## src/rtl/laser_tx_if.sv

```systemverilog
// laser_tx_if: handshake/data bundle between the packet source (makepacket
// side, master) and the optical transmitter (laser_tx, slave).
//   start      : master -> slave, request to send (level-sampled)
//   packet     : master -> slave, PACKET_W-bit payload, captured on accept
//   busy       : slave -> master, frame + gap in progress
//   laser_out  : slave -> pins,   registered laser drive (1 = on)
//   packetsent : slave -> master, one-cycle end-of-frame pulse
interface laser_tx_if #(
    parameter int PACKET_W = 288
);
    logic                start;
    logic [PACKET_W-1:0] packet;
    logic                busy;
    logic                laser_out;
    logic                packetsent;

    modport master (
        output start, packet,
        input  busy, laser_out, packetsent
    );

    modport slave (
        input  start, packet,
        output busy, laser_out, packetsent
    );
endinterface

```

## src/rtl/laser_tx.sv

```systemverilog
// laser_tx: optical-link transmitter. Accepts one packet, sends a 16-bit
// header then the payload MSB first, Manchester-encoded (1 = on/off,
// 0 = off/on), followed by GAP_BITS bit-times of laser-off. packetsent
// pulses for one cycle when the gap ends.
// Ports:
//   clk   : system clock
//   reset : synchronous, active-high
//   bus   : laser_tx_if.slave (start, packet in; busy, laser_out,
//           packetsent out)
// HALF_BIT >= 1, GAP_BITS >= 1, PACKET_W >= 2.
module laser_tx #(
    parameter int          PACKET_W = 288,
    parameter int          HALF_BIT = 325,
    parameter logic [15:0] HEADER   = 16'hAA7E,
    parameter int          GAP_BITS = 8
) (
    input  logic        clk,
    input  logic        reset,
    laser_tx_if.slave   bus
);
    // Counter widths are kept at least 1 bit so degenerate parameter
    // choices (HALF_BIT=1, GAP_BITS=1) still elaborate.
    localparam int HW = (HALF_BIT > 1) ? $clog2(HALF_BIT) : 1;
    localparam int GW = (GAP_BITS > 1) ? $clog2(GAP_BITS) : 1;
    localparam int BW = ($clog2(PACKET_W) > 4) ? $clog2(PACKET_W) : 5;

    localparam logic [HW-1:0] HB_LAST  = HW'(HALF_BIT - 1);
    localparam logic [GW-1:0] GAP_LAST = GW'(GAP_BITS - 1);
    localparam logic [BW-1:0] HDR_LAST = BW'(15);
    localparam logic [BW-1:0] PAY_LAST = BW'(PACKET_W - 1);

    typedef enum logic [1:0] {S_IDLE, S_HEADER, S_PAYLOAD, S_GAP} state_t;

    state_t              state_q;
    logic [HW-1:0]       hb_q;       // cycle within the current half-bit
    logic                ph_q;       // 0 = first half, 1 = second half
    logic [BW-1:0]       bit_q;      // bit index within header/payload
    logic [GW-1:0]       gap_q;      // gap bit-times elapsed
    logic [15:0]         hdr_q;
    logic [PACKET_W-1:0] sh_q;
    logic                laser_q;
    logic                busy_q;
    logic                sent_q;

    // Bit currently on the wire; the MSB of whichever register is active.
    logic cur_bit;
    assign cur_bit = (state_q == S_HEADER) ? hdr_q[15] : sh_q[PACKET_W-1];

    always_ff @(posedge clk) begin
        if (reset) begin
            state_q <= S_IDLE;
            hb_q    <= '0;
            ph_q    <= 1'b0;
            bit_q   <= '0;
            gap_q   <= '0;
            hdr_q   <= '0;
            sh_q    <= '0;
            laser_q <= 1'b0;
            busy_q  <= 1'b0;
            sent_q  <= 1'b0;
        end else begin
            sent_q <= 1'b0;
            case (state_q)
                S_IDLE: begin
                    laser_q <= 1'b0;
                    busy_q  <= 1'b0;
                    if (bus.start) begin
                        // First half of header MSB goes out on the very next
                        // cycle, so drive it now.
                        state_q <= S_HEADER;
                        sh_q    <= bus.packet;
                        hdr_q   <= HEADER;
                        laser_q <= HEADER[15];
                        busy_q  <= 1'b1;
                        hb_q    <= '0;
                        ph_q    <= 1'b0;
                        bit_q   <= '0;
                        gap_q   <= '0;
                    end
                end
                default: begin
                    if (hb_q != HB_LAST) begin
                        hb_q <= hb_q + 1'b1;
                    end else begin
                        hb_q <= '0;
                        if (!ph_q) begin
                            // Mid-bit transition: second half is the inverse.
                            ph_q <= 1'b1;
                            if (state_q != S_GAP) laser_q <= ~cur_bit;
                        end else begin
                            // End of bit: advance and present next bit's
                            // first half.
                            ph_q <= 1'b0;
                            case (state_q)
                                S_HEADER: begin
                                    if (bit_q == HDR_LAST) begin
                                        bit_q   <= '0;
                                        state_q <= S_PAYLOAD;
                                        laser_q <= sh_q[PACKET_W-1];
                                    end else begin
                                        bit_q   <= bit_q + 1'b1;
                                        hdr_q   <= {hdr_q[14:0], 1'b0};
                                        laser_q <= hdr_q[14];
                                    end
                                end
                                S_PAYLOAD: begin
                                    if (bit_q == PAY_LAST) begin
                                        bit_q   <= '0;
                                        state_q <= S_GAP;
                                        laser_q <= 1'b0;
                                    end else begin
                                        bit_q   <= bit_q + 1'b1;
                                        sh_q    <= {sh_q[PACKET_W-2:0], 1'b0};
                                        laser_q <= sh_q[PACKET_W-2];
                                    end
                                end
                                default: begin // S_GAP
                                    laser_q <= 1'b0;
                                    if (gap_q == GAP_LAST) begin
                                        gap_q   <= '0;
                                        state_q <= S_IDLE;
                                        busy_q  <= 1'b0;
                                        sent_q  <= 1'b1;
                                    end else begin
                                        gap_q <= gap_q + 1'b1;
                                    end
                                end
                            endcase
                        end
                    end
                end
            endcase
        end
    end

    assign bus.laser_out  = laser_q;
    assign bus.busy       = busy_q;
    assign bus.packetsent = sent_q;
endmodule

```

## src/flat_wrapper.sv

```systemverilog
// flat-port wrapper written by rule: the top's interface ports become plain ports
module laser_tx_flat 
#(
    parameter int          PACKET_W = 288,
    parameter int          HALF_BIT = 325,
    parameter logic [15:0] HEADER   = 16'hAA7E,
    parameter int          GAP_BITS = 8
)
  (clk, reset, bus_start, bus_packet, bus_busy, bus_laser_out, bus_packetsent);
  laser_tx_if #(.PACKET_W(PACKET_W)) bus_i ();
  input  logic clk;
  input  logic reset;
  input wire logic [$bits(bus_i.start)-1:0] bus_start;
  input wire logic [$bits(bus_i.packet)-1:0] bus_packet;
  output wire logic [$bits(bus_i.busy)-1:0] bus_busy;
  output wire logic [$bits(bus_i.laser_out)-1:0] bus_laser_out;
  output wire logic [$bits(bus_i.packetsent)-1:0] bus_packetsent;
  assign bus_i.start = bus_start;
  assign bus_i.packet = bus_packet;
  assign bus_busy = bus_i.busy;
  assign bus_laser_out = bus_i.laser_out;
  assign bus_packetsent = bus_i.packetsent;
  laser_tx #(.PACKET_W(PACKET_W), .HALF_BIT(HALF_BIT), .HEADER(HEADER), .GAP_BITS(GAP_BITS)) u_core (.clk(clk), .reset(reset), .bus(bus_i));
endmodule
```

## config.mk

```make
export PLATFORM = sky130hd
export DESIGN_NAME = laser_tx_flat
export DESIGN_NICKNAME = d
export VERILOG_FILES = /design/src/rtl/laser_tx_if.sv /design/src/rtl/laser_tx.sv /design/src/flat_wrapper.sv
export SDC_FILE = /design/constraint.sdc
export NUM_CORES = 1
export LEC_CHECK = 0
export ABC_CLOCK_PERIOD_IN_PS = 2000
export CAP_MARGIN = 20
export CELL_PAD_IN_SITES_DETAIL_PLACEMENT = 1
export CELL_PAD_IN_SITES_GLOBAL_PLACEMENT = 2
export CORE_ASPECT_RATIO = 0.75
export CORE_MARGIN = 5
export CORE_UTILIZATION = 31
export CTS_BUF_LIST = sky130_fd_sc_hd__clkbuf_8
export DETAILED_ROUTE_END_ITERATION = 16
export PLACE_DENSITY = 0.77
export SLEW_MARGIN = 20
export SYNTH_ARGS = -nofsm -noshare
export SYNTH_HDL_FRONTEND = slang
export SYNTH_SLANG_ARGS = --single-unit
```

## constraint.sdc

```tcl
create_clock -name clk -period 2 [get_ports clk]
set_input_delay 0.6 -clock clk [delete_from_list [all_inputs] [get_ports clk]]
set_output_delay 0.6 -clock clk [all_outputs]
set_load 0.01 [all_outputs]
```

### Word-level counts from Yosys, hierarchy flattened

Index checks and enable logic that the tools add are counted.

| word-level totals | value |
|---|---|
| flip-flop bits (word level) | 331 |
| output and inout port bits | 3 |
| word-level logic and storage cells | 101 |

| operators by class | value |
|---|---|
| $add $sub $neg | 3 |
| equal/unequal tests | 14 |
| muxes and demuxes | 54 |
| bitwise gates (word level) | 2 |
| reductions and logical operators | 18 |

Operators by type and width:

| operator | count |
|---|---|
| two-way mux 288 bit | 6 |
| two-way mux 16 bit | 6 |
| two-way mux 9 bit | 8 |
| adder 9 x 1 -> 9 bit (second input constant) | 2 |
| two-way mux 1 bit | 18 |
| two-way mux 3 bit | 6 |
| one-hot mux 9 bit (2 select lines) | 1 |
| two-way mux 2 bit | 7 |
| AND reduction 4 bit | 3 |
| inequality test 2 bit (second input constant) | 5 |
| AND reduction 5 bit | 2 |
| == test 9 x 4 -> 1 bit (second input constant) | 1 |
| == test 9 bit (second input constant) | 1 |
| inequality test 9 bit (second input constant) | 1 |
| nonzero test 2 bit | 4 |
| AND reduction 6 bit | 1 |
| nonzero test 3 bit | 2 |
| OR reduction 6 bit | 1 |
| one-hot mux 2 bit (2 select lines) | 1 |
| AND reduction 2 bit | 2 |
| nonzero test 4 bit | 1 |
| adder 3 x 1 -> 3 bit (second input constant) | 1 |
| == test 3 bit (second input constant) | 1 |
| inequality test 3 x 2 -> 1 bit (second input constant) | 1 |
| 8 further kinds | 9 |

### Logic depth before layout (Yosys ltp)

Gate-level depths: netlist (run 1).

| logic depth | value |
|---|---|
| depth in word-level cells | 7 |
| depth in mapped cells | 11 |

### Least setup slack after synthesis (run 1)

OpenSTA, ideal clock, no wires.

| path | value |
|---|---|
| path type | reg-to-reg |
| start | reg u_core.state_q[0] |
| end | reg u_core.sh_q[125] |
| library setup time | 0.146 ns |
| data arrival time | 2.069 ns |
| required time | 1.854 ns |
| setup slack | -0.215 ns |
| cell stages (with the launch flop) | 11 |
| clock period less this slack | 2.215 ns |
| cells stage by stage | dfxtp_1 -> inv_1 -> ha_1 -> buf_4 -> nand2b_1 -> o31ai_4 -> o21a_1 -> buf_4 -> buf_2 -> buf_2 -> a211oi_2 |

| between the ends | value |
|---|---|
| longest elaborated chain between the ends | 3 |

Ends and longest elaborated chain:

| element | line | source |
|---|---|---|
| from (decl) | laser_tx.sv:34 | `state_t state_q;` |
| from (signal assigned) | laser_tx.sv:51 | `state_q <= S_IDLE;` |
| from (signal assigned) | laser_tx.sv:70 | `state_q <= S_HEADER;` |
| from (signal assigned) | laser_tx.sv:98 | `state_q <= S_PAYLOAD;` |
| logical NOT 2 bit / == test 2 bit (equally long branches) | laser_tx.sv:63, laser_tx.sv:94 |  |
| inequality test 2 bit (no line) / nonzero test 2 bit (equally long branches) | -- |  |
| AND reduction 5 bit (no line) | -- |  |
| to (signal assigned) | laser_tx.sv:71 | `sh_q <= bus.packet;` |
| to (signal assigned) | laser_tx.sv:113 | `sh_q <= {sh_q[PACKET_W-2:0], 1'b0};` |
| to (decl) | laser_tx.sv:40 | `logic [PACKET_W-1:0] sh_q;` |

Parallel ways exist; a longest one is shown, timed or not.
A chain may end at the register's enable or synchronous reset.

### Final worst setup path (run 1)

| path | value |
|---|---|
| start | reg u_core.state_q[0] |
| end | reg u_core.sh_q[222] |

The elaborated chain is that of the path after synthesis.

==> results of run 1 <==
power by group through the flow:
stage / Sequential (W) / Clock, W / Combinational [W]
after CTS: 0.0108 / 0.00614 / 0.0214
after detailed placement: 0.0109 / 0 / 0.0177
final: 0.0109 / 0.00591 / 0.0239
after global routing: 0.0112 / 0.00646 / 0.0257
after global placement: 0.0107 / 0 / 0.0171
after floorplan: 0.0104 / 0 / 0.0142
how the worst max path moves through the flow:
stage | startpoint | endpoint | slack [ns]
floorplan | u_core.state_q[0] | u_core.sh_q[286] | -0.01
global route | u_core.state_q[0] | u_core.sh_q[109] | -0.11
finish | u_core.state_q[0] | u_core.sh_q[222] | -0.04
detailed placement | bus_start | u_core.sh_q[267] | -0.46
CTS | u_core.hb_q[0] | u_core.sh_q[108] | -0.07
global placement | bus_start | u_core.sh_q[29] | -0.41
cell usage in the layout (no fill, tap or decap), types with 4 or more instances in the layout:
cell,instances
a211oi_2,267
and3_1,7
dfxtp_2,4
dfxtp_1,325
diode_2,4
inv_1,19
buf_4,79
xnor2_1,4
nor2_1,289
clkdlybuf4s50_1,289
nor2b_1,9
a21oi_1,15
buf_6,13
clkbuf_8,68
nand2_1,10
buf_8,10
ha_1,7
o21ai_0,11
mux2i_1,290
nor3_1,13
a22oi_1,7
buf_12,34
a31oi_1,4
nor2_2,33
a211oi_1,22
clkinv_2,5
clkbuf_16,23
nand3_1,7
nor2_4,5
buf_16,34
a311oi_1,5
registers in the layout (all words and copies together), names as in the netlist:
register               cells
u_core.sh_q              288
u_core.hdr_q              15
u_core.bit_q               9
u_core.hb_q                9
u_core.gap_q               3
u_core.state_q             2
u_core.bus.busy            1
u_core.bus.laser_out       1
u_core.bus.packetsent      1
u_core.ph_q                1
area by class of cell:
cell class                      count  area, um^2  area share
Inverter                            8       32.53    0.001387
Tap cell                          666       833.3     0.03553
Clock buffer                       68       935.9     0.03990
Sequential cell                   330        6615      0.2820
Multi-Input combinational cell   1054        8911      0.3799
Timing Repair Buffer              485        6001      0.2558
Antenna cell                        4       10.01   0.0004267
Clock inverter                     24       117.6    0.005014
logic make-up (layout without fill, tap and decap cells):
family          count (synthesis)  after routing
compound gates                348            348
xor+xnor                        6              6
fa+ha+maj                      11             11
buf+inv                       147            585
flops                         330            330
mux                           291            291
other cells                     0              4
simple gates                  398            398
through the flow:
step,TNS (ns),total power (W),hold slack [ns],area (um^2),instances
finish,-0.4755,0.04071,0.3511,23460,2639
global route,-10.16,0.04331,0.3341,23450,2638
CTS,-0.8798,0.03831,0.2880,22400,2590
detailed placement,-118.75,0.02858,0.4817,20090,2446
global placement,-105.72,0.02787,0.4656,20090,2446
floorplan,-2.443,0.02455,0.4533,16120,1531
per-layer routing:
| layer | track usage | up-vias | wire [um] |
|---|---|---|---|
| li1 | - | 6393 | - |
| met1 | 0.2314 | 6393 | 25030 |
| met2 | 0.2774 | 189 | 24910 |
| met3 | 0.03004 | 59 | 1672 |
| met4 | 0.04507 | 0 | 870 |
| met5 | 0 | - | 0 |
what timing repair did:
action / 4_1_cts / 5_1_grt
gates cloned: 24 / 27
resized for setup: 86 / 91
pin swaps: 40 / 72
setup buffers: 29 / 20
setup endpoints to repair: 283 / 254
==> results.md, run 1 <==
* Post-Synth Adder-Cell Area at 0.008602
* Detailed placement HPWL at 32.85 mm
* Largest net degree at the start of global routing at 55
* EDFF count, synth at 0
* Commonest cells post-synth: 330 x dfxtp_1, 327 x nor2_1, 290 x mux2i_1
* Worst hold path startpoint: reset
* Area contributors post-synth: dfxtp_1 41%, a211oi_2 20%, mux2i_1 18%
* R2R cell count at 10
* Via count at 13034
* CTS buffer count at 57
* Syn Nets at 1833
* Maximum VDD drop at 862.8 uV
* Main combinational cell family by area after synthesis: compound AO/OA/AOI/OAI gates
* Starting DRT DRC Count at 464
* Failing checks: setup timing
* Antenna violations before repair at 3
* Final Cycle Share at 1.019
* Startpoint types: flop
* Die area at 56300 um^2
* Mux contribution to synthesized area at 0.1821
* Final hold violation count at 0
* Leak pwr at 9.801 nW
* CP peak stage delay at 0.36 ns
* Die height at 206.7 um
* Synthesized area at 16000 um^2
* Reg2reg end: u_core.sh_q[222]
* Worst-path clk slew at 0.06 ns
* CP endpoint kind: flop
* Flops & latches, synth at 330
* Sequential fraction of the synthesis area at 0.4129
* Clock sink total at 330
* Asr flop ratio synth at 0
* Total Nets Final at 2238
* Clk_lat worst skew at 0.64 ns
* Hold Path Class: in -> reg
* Cts hold-fix bufs at 0
* Fraction of layout cells with a size suffix above 1 at 0.3062
* Power share of the combinational group at 0.588
* CTS tree: done
* Clock power frac at 0.145
* Top cell type's share of synthesized area at 0.4129
* CP Depth at 10
* Yosys warning count at 0
* Final Skew at 0.03657 ns
* Worst setup margin at -0.03822 ns
* Max Cap Violations at 0
* Max Clk Rate at 490.6 MHz
* Setup WS pre-CTS at -0.4624 ns
* Post-synth top area cell: dfxtp_1
* Root Buffer Master: clkbuf_8
* # DRC at 0
* Psw at 0.01600 W
* Switching Fraction at 0.3930
* Top-count cell post-synth: dfxtp_1
* Post-layout util at 0.4568
* Crit Path Max Fanout at 6
* Via-to-Cell Ratio at 4.939
* FP Rows at 72
* Final GP Congestion at 0.7641
* Layout area overhead at 46.61%
* Slew HR at 0.7256
* Avg Inst Size Synth at 10.45 um^2
* Overflow after GRT at 0
* PwrDens at 1736 nW/um^2
* Worst reg2reg setup slack at -0.04 ns
* Fin. max-slew vios at 0
* Wirelength, routed at 52.48 mm
* I/O Buffers at 293
* Core outline area at 51350 um^2
* CP delay by family, top: compound AO/OA/AOI/OAI gates
* Crit-path cells: inv_4, ha_4, nand2b_4, o31ai_4, o21a_4, buf_12, buf_16, clkbuf_16, nor2_1, a211oi_2
* IO Count at 294
* Fill count at 5480
* Mapped Cells at 1531
* Final ANT Viol Nets at 0
* Crit Path Category: reg -> reg
* Buf/Inv on CP at 4
* Synth Area in Simple Gates at 0.1048
* Post-synth cell types at 50
* Initial Util at 0.3116
* Worst path arrival time at 2.59 ns
* Compound-Gate Fraction of Synth Area at 0.2395
* RSZ-0062 raised after global routing: yes
* Max clock buf depth at 3
* Top FF cell, synth: dfxtp_1
* Crit-path slowest cell: dfxtp_4
* Synth Area in XOR/XNOR at 0.003285
* DR pass1 iterations at 4
* Worst hold path cell count at 2
* Int Power at 0.02471 W
* Chip width at 272.3 um
* Reg2reg start: u_core.state_q[0]
* GR Util All Layers at 0.1689
* Global-route wire length before repair at 77.05 mm
* H-tree depth at 2
* Final Setup Violations at 27
* Sequential Power Share at 0.267
* WHS Endpoint: u_core.state_q[1]
* Min cycle time layout at 2.038 ns
* Worst-margin pin slew at 0.4101 ns
* Number of global-route vias before repair at 13775
* Routed len/inst at 19.89 um
* Status: finished, violations left
* Worst EP required at 2.55 ns
No activity file was read; power rests on OpenSTA's default activity.
==> inputs of run 2 (changes only) <==
SKIP_LAST_GASP = 1   (was not set)
SLEW_MARGIN = 15   (was 20)
==> results.md, run 2 (synthesized netlist as in run 1, its figures left out) <==
* Status: finished, violations left
* Failing checks: setup timing
* Final Setup Violations at 57
* Max Cap Violations at 0
* Total Nets Final at 2245
* Post-layout util at 0.4604
* Worst setup margin at -0.05118 ns
* Final Skew at 0.03364 ns
* Most common cell after layout, fill and taps aside: dfxtp_1
* Routed len/inst at 20.04 um
* Biggest regs: u_core.sh_q (288), u_core.hdr_q (15)
* Startpoint types: flop
* Final GP Congestion at 0.7641
* PwrDens at 1743 nW/um^2
* CTS buffer count at 57
* CP Depth at 11
* Critical Path Start: u_core.state_q[0]
* Fraction of layout cells with a size suffix above 1 at 0.3021
* GR Util All Layers at 0.1689
* Largest Register: u_core.sh_q
* Die area at 56300 um^2
* RSZ-0062 raised after global routing: yes
* Clk_lat worst skew at 0.64 ns
* Crit-path cells: inv_4, ha_4, nand2b_4, o31ai_4, o21a_4, buf_12, buf_12, buf_12, clkbuf_16, nor2_4, a211oi_2
* H-tree depth at 2
* Root Buffer Master: clkbuf_8
* Worst EP required at 2.56 ns
* Overflow after GRT at 0
* R2R cell count at 11
* Metal3 WL at 1.715 mm
* DR pass1 iterations at 4
* IO Count at 294
* Largest net degree at the start of global routing at 55
* Layout area overhead at 47.75%
* FP Rows at 72
* Die height at 206.7 um
* Max Clk Rate at 487.5 MHz
* Final hold violation count at 0
* CP endpoint kind: flop
* Critical path capture point: u_core.sh_q[104]
* Detailed placement HPWL at 32.85 mm
* CP peak stage delay at 0.36 ns
* Leak pwr at 9.874 nW
* Via count at 13136
* Core outline area at 51350 um^2
* Tot Pwr at 0.04120 W
* Number of global-route vias before repair at 13755
* I/O Buffers at 293
* Via-to-Cell Ratio at 4.964
* # DRC at 0
* Most frequent cells in the layout: 325 x dfxtp_1, 305 x nor2_1, 289 x mux2i_1, 289 x clkdlybuf4s50_1, 266 x a211oi_2
* Critical Path Most Common Cell: buf_12
* Final Cycle Share at 1.026
* Fill count at 5446
* Reg2reg end: u_core.sh_q[104]
* Max clock buf depth at 3
* Chip width at 272.3 um
* Hold Path Class: in -> reg
* Hold Slack at 0.3531 ns
* Met2 wire len at 25.13 mm
* Starting DRT DRC Count at 550
* CTS tree: done
* Global-route wire length before repair at 77.03 mm
* Fin. max-slew vios at 0
* M1 WL at 25.26 mm
* Worst path arrival time at 2.61 ns
* CP delay by family, top: buffers and inverters
* Worst-margin pin slew at 0.4120 ns
* Max FFs per register at 288
* Maximum VDD drop at 850.2 uV
* Worst-path clk slew at 0.06 ns
* Wirelength, routed at 53.03 mm
* Buf/Inv on CP at 5
* Worst reg2reg setup slack at -0.05 ns
* Crit Path Max Fanout at 6
* Slew HR at 0.7228
* Clock sink total at 330
* Crit Path Category: reg -> reg
* Min cycle time layout at 2.051 ns
* Antenna violations before repair at 3
* Reg2reg start: u_core.state_q[0]
* Final ANT Viol Nets at 0
* Initial Util at 0.3116
* Setup WS pre-CTS at -0.4624 ns
* DR top layer: met4
* Crit-path slowest cell: dfxtp_4
## run 2: cell types whose count changed in the layout (fill, tap and decap cells not counted), sizes merged
| cell | delta |
|---|---|
| buf | +2 |
| clkbuf | +5 |
## run 2: layout make-up
type / count / area, um^2 / share of cell area
multi-input cells: 1054 / 8961 / 0.3791
flip-flops and latches: 330 / 6615 / 0.2798
repair buffers: 492 / 6133 / 0.2595
clock buffers: 68 / 935.9 / 0.03959
well taps: 666 / 833.3 / 0.03525
clock inverters: 24 / 117.6 / 0.004975
inverters: 8 / 32.53 / 0.001376
diodes: 4 / 10.01 / 0.0004234
## run 2: worst min path at each step
stage	slack, ns	startpoint	cells past startpoint	end
2_1_floorplan	0.45	u_core.gap_q[1]	2	u_core.gap_q[1]
5_1_grt	0.34	reset	2	u_core.sh_q[156]
6_report	0.35	reset	2	u_core.state_q[1]
4_1_cts	0.29	reset	2	u_core.state_q[1]
3_3_place_gp	0.47	u_core.gap_q[2]	2	u_core.gap_q[2]
3_5_place_dp	0.48	u_core.gap_q[2]	2	u_core.gap_q[2]
## run 2: what timing repair did
action / in CTS / in global routing
cloned: 24 / 32
endpoints found under the hold margin: 0 / 0
pin swaps: 9 / 94
gates resized for setup: 80 / 94
hold buffers: 0 / 0
setup buffers: 29 / 22
endpoints found under the setup margin: 283 / 256
## run 2: layer usage
layer | vias up | global-route usage
li1 | 6419 | -
met4 | 0 | 0.04507
met5 | - | 0
met2 | 197 | 0.2778
met1 | 6461 | 0.2312
met3 | 59 | 0.03004
## run 2: per-stage QoR
stage                     cell area [um^2]  std cells  TNS, ns
after floorplan                      16120       1531   -2.443
after global placement               20090       2446  -105.72
after detailed placement             20090       2446  -118.75
after CTS                            22390       2590   -2.576
after global routing                 23640       2645   -12.02
final                                23640       2646   -1.003
## run 2: report_power, final
part	internal (W)	switching [W]
combinational	0.0127	0.0117
clock	0.00304	0.00286
sequential	0.00930	0.00158
